<file path="src/rtl/ppi_pkg.sv">
// Shared constants and helpers for the ppi_8255 programmable peripheral interface.
package ppi_pkg;

    localparam logic [1:0] ADDR_A    = 2'b00;
    localparam logic [1:0] ADDR_B    = 2'b01;
    localparam logic [1:0] ADDR_C    = 2'b10;
    localparam logic [1:0] ADDR_CTRL = 2'b11;

    localparam int unsigned CTRL_FLAG    = 7;
    localparam int unsigned CTRL_AMODE_H = 6;
    localparam int unsigned CTRL_AMODE_L = 5;
    localparam int unsigned CTRL_ADIR    = 4;
    localparam int unsigned CTRL_CUDIR   = 3;
    localparam int unsigned CTRL_BMODE   = 2;
    localparam int unsigned CTRL_BDIR    = 1;
    localparam int unsigned CTRL_CLDIR   = 0;

    localparam logic [7:0] CTRL_RESET_DEF = 8'h9B;

    localparam int unsigned PC_INTR_A = 3;
    localparam int unsigned PC_STB_A  = 4;
    localparam int unsigned PC_IBF_A  = 5;
    localparam int unsigned PC_ACK_A  = 6;
    localparam int unsigned PC_OBF_A  = 7;

    typedef enum logic [1:0] {
        HsNone = 2'b00,
        HsIn   = 2'b01,
        HsOut  = 2'b10
    } hs_mode_e;

    // Mode 2 encodings fall back to mode 1 behaviour.
    function automatic hs_mode_e hs_mode(input logic [7:0] ctrl);
        hs_mode_e m;
        if (ctrl[CTRL_AMODE_H:CTRL_AMODE_L] == 2'b00) begin
            m = HsNone;
        end else if (ctrl[CTRL_ADIR]) begin
            m = HsIn;
        end else begin
            m = HsOut;
        end
        return m;
    endfunction

endpackage

</file>
<file path="src/rtl/ppi_8255_edge_sync.sv">
// Multi-stage synchroniser for a handshake pin with registered edge pulses.
module ppi_edge_sync #(
    parameter int SYNC_STAGES = 2
) (
    input  logic i_clk,
    input  logic i_reset_n,
    input  logic i_d,
    output logic o_rise,
    output logic o_fall
);

    logic [SYNC_STAGES-1:0] r_sync;
    logic                   r_rise;
    logic                   r_fall;

    // Pulses are computed from the last two stages so they land on the same
    // edge as the final stage toggles, giving SYNC_STAGES+1 to a flag change.
    always_ff @(posedge i_clk or negedge i_reset_n) begin
        if (!i_reset_n) begin
            r_sync <= '1;
            r_rise <= 1'b0;
            r_fall <= 1'b0;
        end else begin
            r_sync <= {r_sync[SYNC_STAGES-2:0], i_d};
            r_rise <= ~r_sync[SYNC_STAGES-1] & r_sync[SYNC_STAGES-2];
            r_fall <= r_sync[SYNC_STAGES-1] & ~r_sync[SYNC_STAGES-2];
        end
    end

    assign o_rise = r_rise;
    assign o_fall = r_fall;

endmodule

</file>
<file path="src/rtl/ppi_8255.sv">
// 8255-style PPI: programmable port directions, port C bit set/reset and
// mode 1 strobed handshake on port A.
module ppi_8255
    import ppi_pkg::*;
#(
    parameter int         DATA_W      = 8,
    parameter int         SYNC_STAGES = 2,
    parameter logic [7:0] CTRL_RESET  = CTRL_RESET_DEF
) (
    input  logic              i_clk,
    input  logic              i_reset_n,
    input  logic              i_cs,
    input  logic              i_rnw,
    input  logic [1:0]        i_addr,
    input  logic [7:0]        i_din,
    output logic [7:0]        o_dout,
    input  logic [DATA_W-1:0] i_pa_in,
    output logic [DATA_W-1:0] o_pa_out,
    output logic [DATA_W-1:0] o_pa_oe,
    input  logic [DATA_W-1:0] i_pb_in,
    output logic [DATA_W-1:0] o_pb_out,
    output logic [DATA_W-1:0] o_pb_oe,
    input  logic [7:0]        i_pc_in,
    output logic [7:0]        o_pc_out,
    output logic [7:0]        o_pc_oe,
    output logic              o_intr_a
);

    logic [7:0]        r_ctrl;
    logic [DATA_W-1:0] r_pa_out;
    logic [DATA_W-1:0] r_pb_out;
    logic [7:0]        r_pc_out;
    logic [DATA_W-1:0] r_pa_latch;
    logic              r_ibf;
    logic              r_intr;
    logic              r_obf_n;
    logic              r_inte;
    logic              r_rd_pend;

    logic              w_wr;
    logic              w_rd;
    logic              w_wr_a;
    logic              w_wr_b;
    logic              w_wr_c;
    logic              w_wr_ctrl;
    logic              w_bsr;
    logic              w_bsr_inte;
    logic              w_rd_a;
    logic              w_stb_rise;
    logic              w_stb_fall;
    logic              w_ack_rise;
    logic              w_ack_fall;
    hs_mode_e          w_mode;
    logic [7:0]        w_pc_drv;
    logic [7:0]        w_pc_oe;
    logic [7:0]        w_pc_rd;
    logic [DATA_W-1:0] w_pa_rd;
    logic [DATA_W-1:0] w_pb_rd;

    ppi_edge_sync #(
        .SYNC_STAGES(SYNC_STAGES)
    ) u_stb_sync (
        .i_clk    (i_clk),
        .i_reset_n(i_reset_n),
        .i_d      (i_pc_in[PC_STB_A]),
        .o_rise   (w_stb_rise),
        .o_fall   (w_stb_fall)
    );

    ppi_edge_sync #(
        .SYNC_STAGES(SYNC_STAGES)
    ) u_ack_sync (
        .i_clk    (i_clk),
        .i_reset_n(i_reset_n),
        .i_d      (i_pc_in[PC_ACK_A]),
        .o_rise   (w_ack_rise),
        .o_fall   (w_ack_fall)
    );

    assign w_mode    = hs_mode(r_ctrl);
    assign w_wr      = i_cs & ~i_rnw;
    assign w_rd      = i_cs & i_rnw;
    assign w_wr_a    = w_wr && (i_addr == ADDR_A);
    assign w_wr_b    = w_wr && (i_addr == ADDR_B);
    assign w_wr_c    = w_wr && (i_addr == ADDR_C);
    assign w_wr_ctrl = w_wr && (i_addr == ADDR_CTRL) && i_din[CTRL_FLAG];
    assign w_bsr     = w_wr && (i_addr == ADDR_CTRL) && !i_din[CTRL_FLAG];
    assign w_rd_a    = w_rd && (i_addr == ADDR_A);

    // In mode 1 the INTE_A enable lives behind the ACK/STB pin's BSR address.
    assign w_bsr_inte = w_bsr &&
        ((w_mode == HsIn  && i_din[3:1] == 3'(PC_STB_A)) ||
         (w_mode == HsOut && i_din[3:1] == 3'(PC_ACK_A)));

    always_ff @(posedge i_clk or negedge i_reset_n) begin
        if (!i_reset_n) begin
            r_ctrl     <= CTRL_RESET;
            r_pa_out   <= '0;
            r_pb_out   <= '0;
            r_pc_out   <= 8'h00;
            r_pa_latch <= '0;
            r_ibf      <= 1'b0;
            r_intr     <= 1'b0;
            r_obf_n    <= 1'b1;
            r_inte     <= 1'b0;
            r_rd_pend  <= 1'b0;
        end else if (w_wr_ctrl) begin
            r_ctrl    <= i_din;
            r_pa_out  <= '0;
            r_pb_out  <= '0;
            r_pc_out  <= 8'h00;
            r_ibf     <= 1'b0;
            r_intr    <= 1'b0;
            r_obf_n   <= 1'b1;
            r_inte    <= 1'b0;
            r_rd_pend <= 1'b0;
        end else begin
            if (w_wr_a) r_pa_out <= i_din[DATA_W-1:0];
            if (w_wr_b) r_pb_out <= i_din[DATA_W-1:0];
            if (w_wr_c) r_pc_out <= i_din;
            if (w_bsr && !w_bsr_inte) r_pc_out[i_din[3:1]] <= i_din[0];
            if (w_bsr_inte) r_inte <= i_din[0];
            r_rd_pend <= 1'b0;

            case (w_mode)
                HsIn: begin
                    if (w_stb_rise && r_ibf && r_inte) r_intr <= 1'b1;
                    // A read drops INTR first and IBF one cycle later.
                    if (w_rd_a) begin
                        r_intr    <= 1'b0;
                        r_rd_pend <= 1'b1;
                    end
                    if (r_rd_pend) r_ibf <= 1'b0;
                    if (w_stb_fall) begin
                        r_pa_latch <= i_pa_in;
                        r_ibf      <= 1'b1;
                        r_rd_pend  <= 1'b0;
                    end
                end
                HsOut: begin
                    if (w_ack_fall) r_obf_n <= 1'b1;
                    if (w_ack_rise) r_intr <= r_inte;
                    if (w_wr_a) begin
                        r_obf_n <= 1'b0;
                        r_intr  <= 1'b0;
                    end
                end
                default: begin
                end
            endcase
        end
    end

    always_comb begin
        w_pc_oe  = {{4{~r_ctrl[CTRL_CUDIR]}}, {4{~r_ctrl[CTRL_CLDIR]}}};
        w_pc_drv = r_pc_out;
        case (w_mode)
            HsIn: begin
                w_pc_oe[PC_INTR_A]  = 1'b1;
                w_pc_oe[PC_STB_A]   = 1'b0;
                w_pc_oe[PC_IBF_A]   = 1'b1;
                w_pc_drv[PC_INTR_A] = r_intr;
                w_pc_drv[PC_IBF_A]  = r_ibf;
            end
            HsOut: begin
                w_pc_oe[PC_INTR_A]  = 1'b1;
                w_pc_oe[PC_ACK_A]   = 1'b0;
                w_pc_oe[PC_OBF_A]   = 1'b1;
                w_pc_drv[PC_INTR_A] = r_intr;
                w_pc_drv[PC_OBF_A]  = r_obf_n;
            end
            default: begin
            end
        endcase

        w_pc_rd = (w_pc_oe & w_pc_drv) | (~w_pc_oe & i_pc_in);
        if (w_mode == HsIn)  w_pc_rd[PC_STB_A] = r_inte;
        if (w_mode == HsOut) w_pc_rd[PC_ACK_A] = r_inte;
    end

    assign w_pa_rd = (w_mode == HsIn) ? r_pa_latch :
                     (r_ctrl[CTRL_ADIR] ? i_pa_in : r_pa_out);
    assign w_pb_rd = r_ctrl[CTRL_BDIR] ? i_pb_in : r_pb_out;

    always_comb begin
        o_dout = 8'h00;
        if (i_cs) begin
            case (i_addr)
                ADDR_A:  o_dout[DATA_W-1:0] = w_pa_rd;
                ADDR_B:  o_dout[DATA_W-1:0] = w_pb_rd;
                ADDR_C:  o_dout = w_pc_rd;
                default: o_dout = r_ctrl;
            endcase
        end
    end

    assign o_pa_out = r_pa_out;
    assign o_pa_oe  = {DATA_W{~r_ctrl[CTRL_ADIR]}};
    assign o_pb_out = r_pb_out;
    assign o_pb_oe  = {DATA_W{~r_ctrl[CTRL_BDIR]}};
    assign o_pc_out = w_pc_drv;
    assign o_pc_oe  = w_pc_oe;
    assign o_intr_a = r_intr;

endmodule
</file>
<file path="config.mk">
export PLATFORM = sky130hd
export DESIGN_NAME = ppi_8255
export DESIGN_NICKNAME = d
export VERILOG_FILES = /design/src/rtl/ppi_pkg.sv /design/src/rtl/ppi_8255_edge_sync.sv /design/src/rtl/ppi_8255.sv
export SDC_FILE = /design/constraint.sdc
export NUM_CORES = 1
export LEC_CHECK = 0
export CORE_ASPECT_RATIO = 0.75
export CORE_MARGIN = 4
export CORE_UTILIZATION = 48
export DETAILED_ROUTE_END_ITERATION = 8
export PLACE_DENSITY = 0.81
export SYNTH_ARGS = -nofsm -noshare
export SYNTH_HDL_FRONTEND = slang
export SYNTH_SLANG_ARGS = --single-unit
export TNS_END_PERCENT = 1
</file>
<file path="constraint.sdc">
create_clock -name i_clk -period 2.75 [get_ports i_clk]
set_input_delay 0.6875 -clock i_clk [delete_from_list [all_inputs] [get_ports i_clk]]
set_output_delay 0.6875 -clock i_clk [all_outputs]
set_load 0.03 [all_outputs]
</file>
# Word level (Yosys, flattened, before mapping)
# Cells that the tools add are included.
# word_totals
ff_bits	53
out_inout_bits	57
wordCells	125
# classes
n_lt_le_gt_ge	2
eq_ne	9
mux	46
n_bitwise	20
n_reduce_logical	32
# op_table
cell	n
8-bit 2-to-1 mux	12
1-bit 2-to-1 mux	26
8-bit case mux with 3 select lines	1
8-bit bitwise AND	2
1-bit logical AND	14
1-bit NOT	10
2-bit nonzero test	5
3-bit nonzero test	3
8-bit bitwise mux	1
2-bit 2-to-1 mux	4
4-bit by 3-bit inequality test with 1-bit output, second input constant	2
8-bit NOT	1
8-bit OR	1
1-bit bitwise AND	6
2-bit equality test, second input constant	3
3-bit equality test, second input constant	2
3-bit AND reduction	2
2-bit by 1-bit equality test with 1-bit output, second input constant	2
2-bit zero test	2
3-bit by 4-bit less-than comparator with 1-bit output, second input constant	1
2-bit AND reduction	2
1-bit demux with 3-bit select	1
3-bit by 1-bit greater-or-equal comparator with 1-bit output, second input constant	1
1-bit zero test	2
other kinds (3)	3

# Longest topological paths before layout
# depth
ltp_word	11
depth_mapped	8

# Hierarchy
# Synthesis repeated with hierarchy kept, for this count alone.
# unflattened
cells_unflattened	339
area_unflattened_um2	3199.3
# modules_own_cells
module	n_inst	cells_per_inst	area_each_um2	seq_area_each_um2
ppi_8255	1	327	2964.1	1133.6
ppi_edge_sync	2	6	117.6	102.6

# Worst setup path after synthesis
# No wires, ideal clock.
# synth_timing
path_type	input-to-output
startpoint	in i_addr[0]
endpoint	out o_dout[4]
t_arrival_ns	2.078
required_time_ns	2.062
path_slack_ns	-0.015
path_stages	4
path_buffers	2
path_cell_list	buf_2 -> clkbuf_1 -> o21ai_0 -> a221oi_1
# synth_between
elab_chain_cells	3
# synth_rtl
element	line_no	source
from (decl)	ppi_8255.sv:14	input logic [1:0] i_addr,
2-bit equality test (tied with other cells)	ppi_8255.sv:188	case (i_addr)
8-bit case mux with 3 select lines *	ppi_8255.sv:188	
8-bit 2-to-1 mux *	ppi_8255.sv:187	if (i_cs) begin
to (decl)	ppi_8255.sv:16	output logic [7:0] o_dout,
# Every way passes the cells marked *; elsewhere a longest branch is shown, timed or not.

# Worst setup path after layout
# layout_timing
startpoint	in i_pc_in[7]
endpoint	out o_dout[7]
# layout_between
elab_chain_cells	4
# layout_rtl
element	line_no	source
from (decl)	ppi_8255.sv:23	input logic [7:0] i_pc_in,
8-bit bitwise AND	ppi_8255.sv:176	w_pc_rd = (w_pc_oe & w_pc_drv) | (~w_pc_oe & i_pc_in);
8-bit OR	ppi_8255.sv:176	
8-bit case mux with 3 select lines	ppi_8255.sv:188	
8-bit 2-to-1 mux	ppi_8255.sv:187	
# No other way between the ends.

==> impl_metrics.env <==
export IMPL_outcome="finished, violations left"
export IMPL_violations="setup timing"
export IMPL_wl_per_cell_um=19.8
export IMPL_placedCellCount=498
export IMPL_grt_pass1_vias=3022
export IMPL_place_congestion=0.909
export IMPL_rr_endpoint="r_pa_latch[6]"
export IMPL_worst_path_buf_inv=2
export IMPL_io_pins=95
export IMPL_syn_nets=384
export IMPL_ys_types=50
export IMPL_detailed_place_hpwl_um=7650
export IMPL_slowest_stage="clkdlybuf4s50_1"
export IMPL_grt_ovfl_total=0
export IMPL_drt_vias_per_instance=5.79
export IMPL_die_w_um=104
export IMPL_powerDensity_nw_per_um2=724
export IMPL_synth_area_per_cell_um2=9.51
export IMPL_layout_drive_gt1_share=0.258
export IMPL_syn_area_um2=3290
export IMPL_startpoint_type="input port"
export IMPL_rsz0062_at_grt="true"
export IMPL_routed_wl_um=10200
export IMPL_route_detailed_drc=0
export IMPL_slew_headroom=0.576
export IMPL_synth_area_leaders="dfrtp_1 (33%), dfstp_2 (8.0%), mux2i_1 (7.6%)"
export IMPL_cts_tree="built"
export IMPL_via_count=2980
export IMPL_reg2reg_depth=4
export IMPL_cp_top_family="buffers and inverters"
export IMPL_core_um2=6470
export IMPL_total_power_w=0.00327
export IMPL_port_buffers=94
export IMPL_worstPathRequired_ps=2060
export IMPL_yosysTopAreaCellShare=0.327
export IMPL_p_leak_nw=1.94
export IMPL_max_freq_mhz=355
export IMPL_rrSetupSlack_ps=720
export IMPL_cts_htree_levels=2
export IMPL_die_y_um=79.7
export IMPL_worst_slew_pin_slew_ps=636
export IMPL_yosysTopAreaCell="dfrtp_1"
export IMPL_clockRootBuffer="clkbuf_8"
export IMPL_cts_buffer_depth=2
export IMPL_nFillCells=503
export IMPL_finalMaxSlewViolations=0
export IMPL_worst_setup_path_type="in2out"
export IMPL_drt_initial_drc_count=205
export IMPL_die_area_um2=8260
export IMPL_clk_latency_ps=320
export IMPL_drtAntennaViolNets=0
export IMPL_syn_to_final_growth_pct=36.9
export IMPL_rows=25
export IMPL_setup_tns_final_ps=-102
export IMPL_cp_end_kind="primary output"
export IMPL_post_route_period_util=1.02
export IMPL_cp_arrival_ps=2130
export IMPL_hp_class="in2async"
export IMPL_maxCapViolCount=0
export IMPL_antenna_found_initial=0
export IMPL_ys_warn_count=0
export IMPL_grt_usage=0.251
export IMPL_grt_max_degree=29
export IMPL_grt_pass1_wl_um=16200
export IMPL_initial_core_util=0.508
export IMPL_cts_buffers=5
export IMPL_r2r_start="r_ctrl[4]"
export IMPL_max_stage_delay_ps=390
export IMPL_hold_ws_ps=381
export IMPL_cts_sinks=53
export IMPL_num_nets_final=471
export IMPL_setup_slack_ps=-65.2
export IMPL_syn_inst=346
export IMPL_ys_seq_elements=53
export IMPL_peakVddDrop_mv=0.405
export IMPL_crit_fanout=1
export IMPL_hold_violations=0
export IMPL_yosysSeqAreaShare=0.407
export IMPL_antenna_cells=0
export IMPL_fin_util=0.696
export IMPL_drt_pass1_iterations=5
export IMPL_period_minus_slack_ps=2820
export IMPL_finalSetupViolations=3
export IMPL_fin_worst_skew_ps=18.7
export IMPL_layout_cells_non_filler=515
export IMPL_clk_pin_slew_ps=110
export IMPL_crit_chain="clkdlybuf4s50_1 > mux2_2 > or3_4 > o311ai_2 > a31oi_1 > buf_4"
-- cells in the final DEF (no fill, tap or decap), drive strengths merged, types with 4 or more instances in the layout --
cell           netlist  routed
o21ai               18      18
nand3                6       6
mux2                27      27
mux2i               25      25
dfrtp               43      43
inv                  5       6
nor4                 6       6
nor2b                6       6
dlymetal6s2s         0       4
clkbuf              13       5
nor2                25      25
clkdlybuf4s50        0      78
dfstp               10      10
buf                 38      46
a21oi               16      16
nand2               54      54
-- sequential cells by signal, indices dropped and copies added, names as in the netlist, 2 cells and up --
signal	flops
o_pa_out	8
o_pb_out	8
r_ctrl	8
r_pa_latch	8
r_pc_out	8
u_ack_sync.r_sync	2
u_stb_sync.r_sync	2
-- worst register-to-register path, stage by stage, from the launching register on --
cell     delay [ps]
dfstp_2         620
o21a_1          230
buf_4           150
and3_1          560
mux2_4          360
-- synthesized netlist by cell type, drive strengths merged --
cell	instances
nor2	25
dfrtp	43
and4b	1
o21ba	1
a31oi	3
clkbuf	13
mux2	27
a21oi	16
o21bai	1
o22ai	1
o21a	3
buf	38
nor4	6
a2bb2oi	1
o21ai	18
nand4b	2
dfstp	10
and2	1
o311ai	3
nor3b	1
a311oi	1
nor3	3
o221a	2
nand3	6
inv	5
nor2b	6
nand2	54
xnor2	2
a32oi	2
o41a	1
o31ai	3
nor4b	2
mux2i	25
and3	2
a22o	2
a22oi	1
a211oi	2
a311o	2
nand2b	3
or3	2
a221oi	2
nor4bb	1
a21o	1
nand3b	2
-- where the power goes --
part           total [W]  switching, W  leakage, nW  internal [W]
registers        0.00115      0.000175        0.636      0.000973
clock network   0.000458      0.000277       0.0445      0.000182
logic            0.00166      0.000889         1.26      0.000771
-- cells by family (layout without fill, tap and decap cells) --
kind of cell / after synthesis / in the layout / share of synthesized area
compound gates: 66 / 66 / 0.133
xor+xnor: 2 / 2 / 0.00532
buf+inv: 56 / 144 / 0.106
flops: 53 / 53 / 0.407
mux: 52 / 52 / 0.178
simple gates: 117 / 117 / 0.171
-- what timing repair did --
item / CTS / global route
endpoints found under the setup margin: 11 / 10
buffers inserted: 6 / 3
gates resized for setup: 18 / 23
pin swaps: 3 / 8
hold buffers: 0 / 0
-- layer usage --
metal	track usage	routed length [um]	vias up
met3	0.0598	859	21
met5	0	0	-
li1	-	-	1375
met4	0.0916	211	0
met2	0.378	4500	176
met1	0.354	4650	1408
-- area by class of cell --
cell class,count,area (um2),share of cell area
clock inverter,3,21.3,0.00472
sequential,53,1340,0.297
multi-input combinational,237,1690,0.375
tap,81,101,0.0225
inverter,5,18.8,0.00416
clock buffer,5,68.8,0.0153
timing repair buffer,131,1270,0.281
-- worst max-delay path by stage --
stage | slack (ps) | to | start | cells after the start
floorplan | 180 | o_dout[5] | i_addr[1] | 5
global placement | -130 | o_dout[3] | i_addr[0] | 6
detailed placement | -160 | o_dout[7] | i_addr[0] | 6
CTS | -60 | o_dout[7] | i_pc_in[7] | 6
global route | -90 | o_dout[7] | i_pc_in[7] | 6
finish | -70 | o_dout[7] | i_pc_in[7] | 6
-- through the flow --
stage	instance area (um2)	setup slack [ps]
2_1_floorplan	3300	183
3_3_place_gp	4240	-134
3_5_place_dp	4240	-155
4_1_cts	4410	-58.4
5_1_grt	4510	-91.7
6_report	4510	-65.2
(Power assumes the default switching activity.)
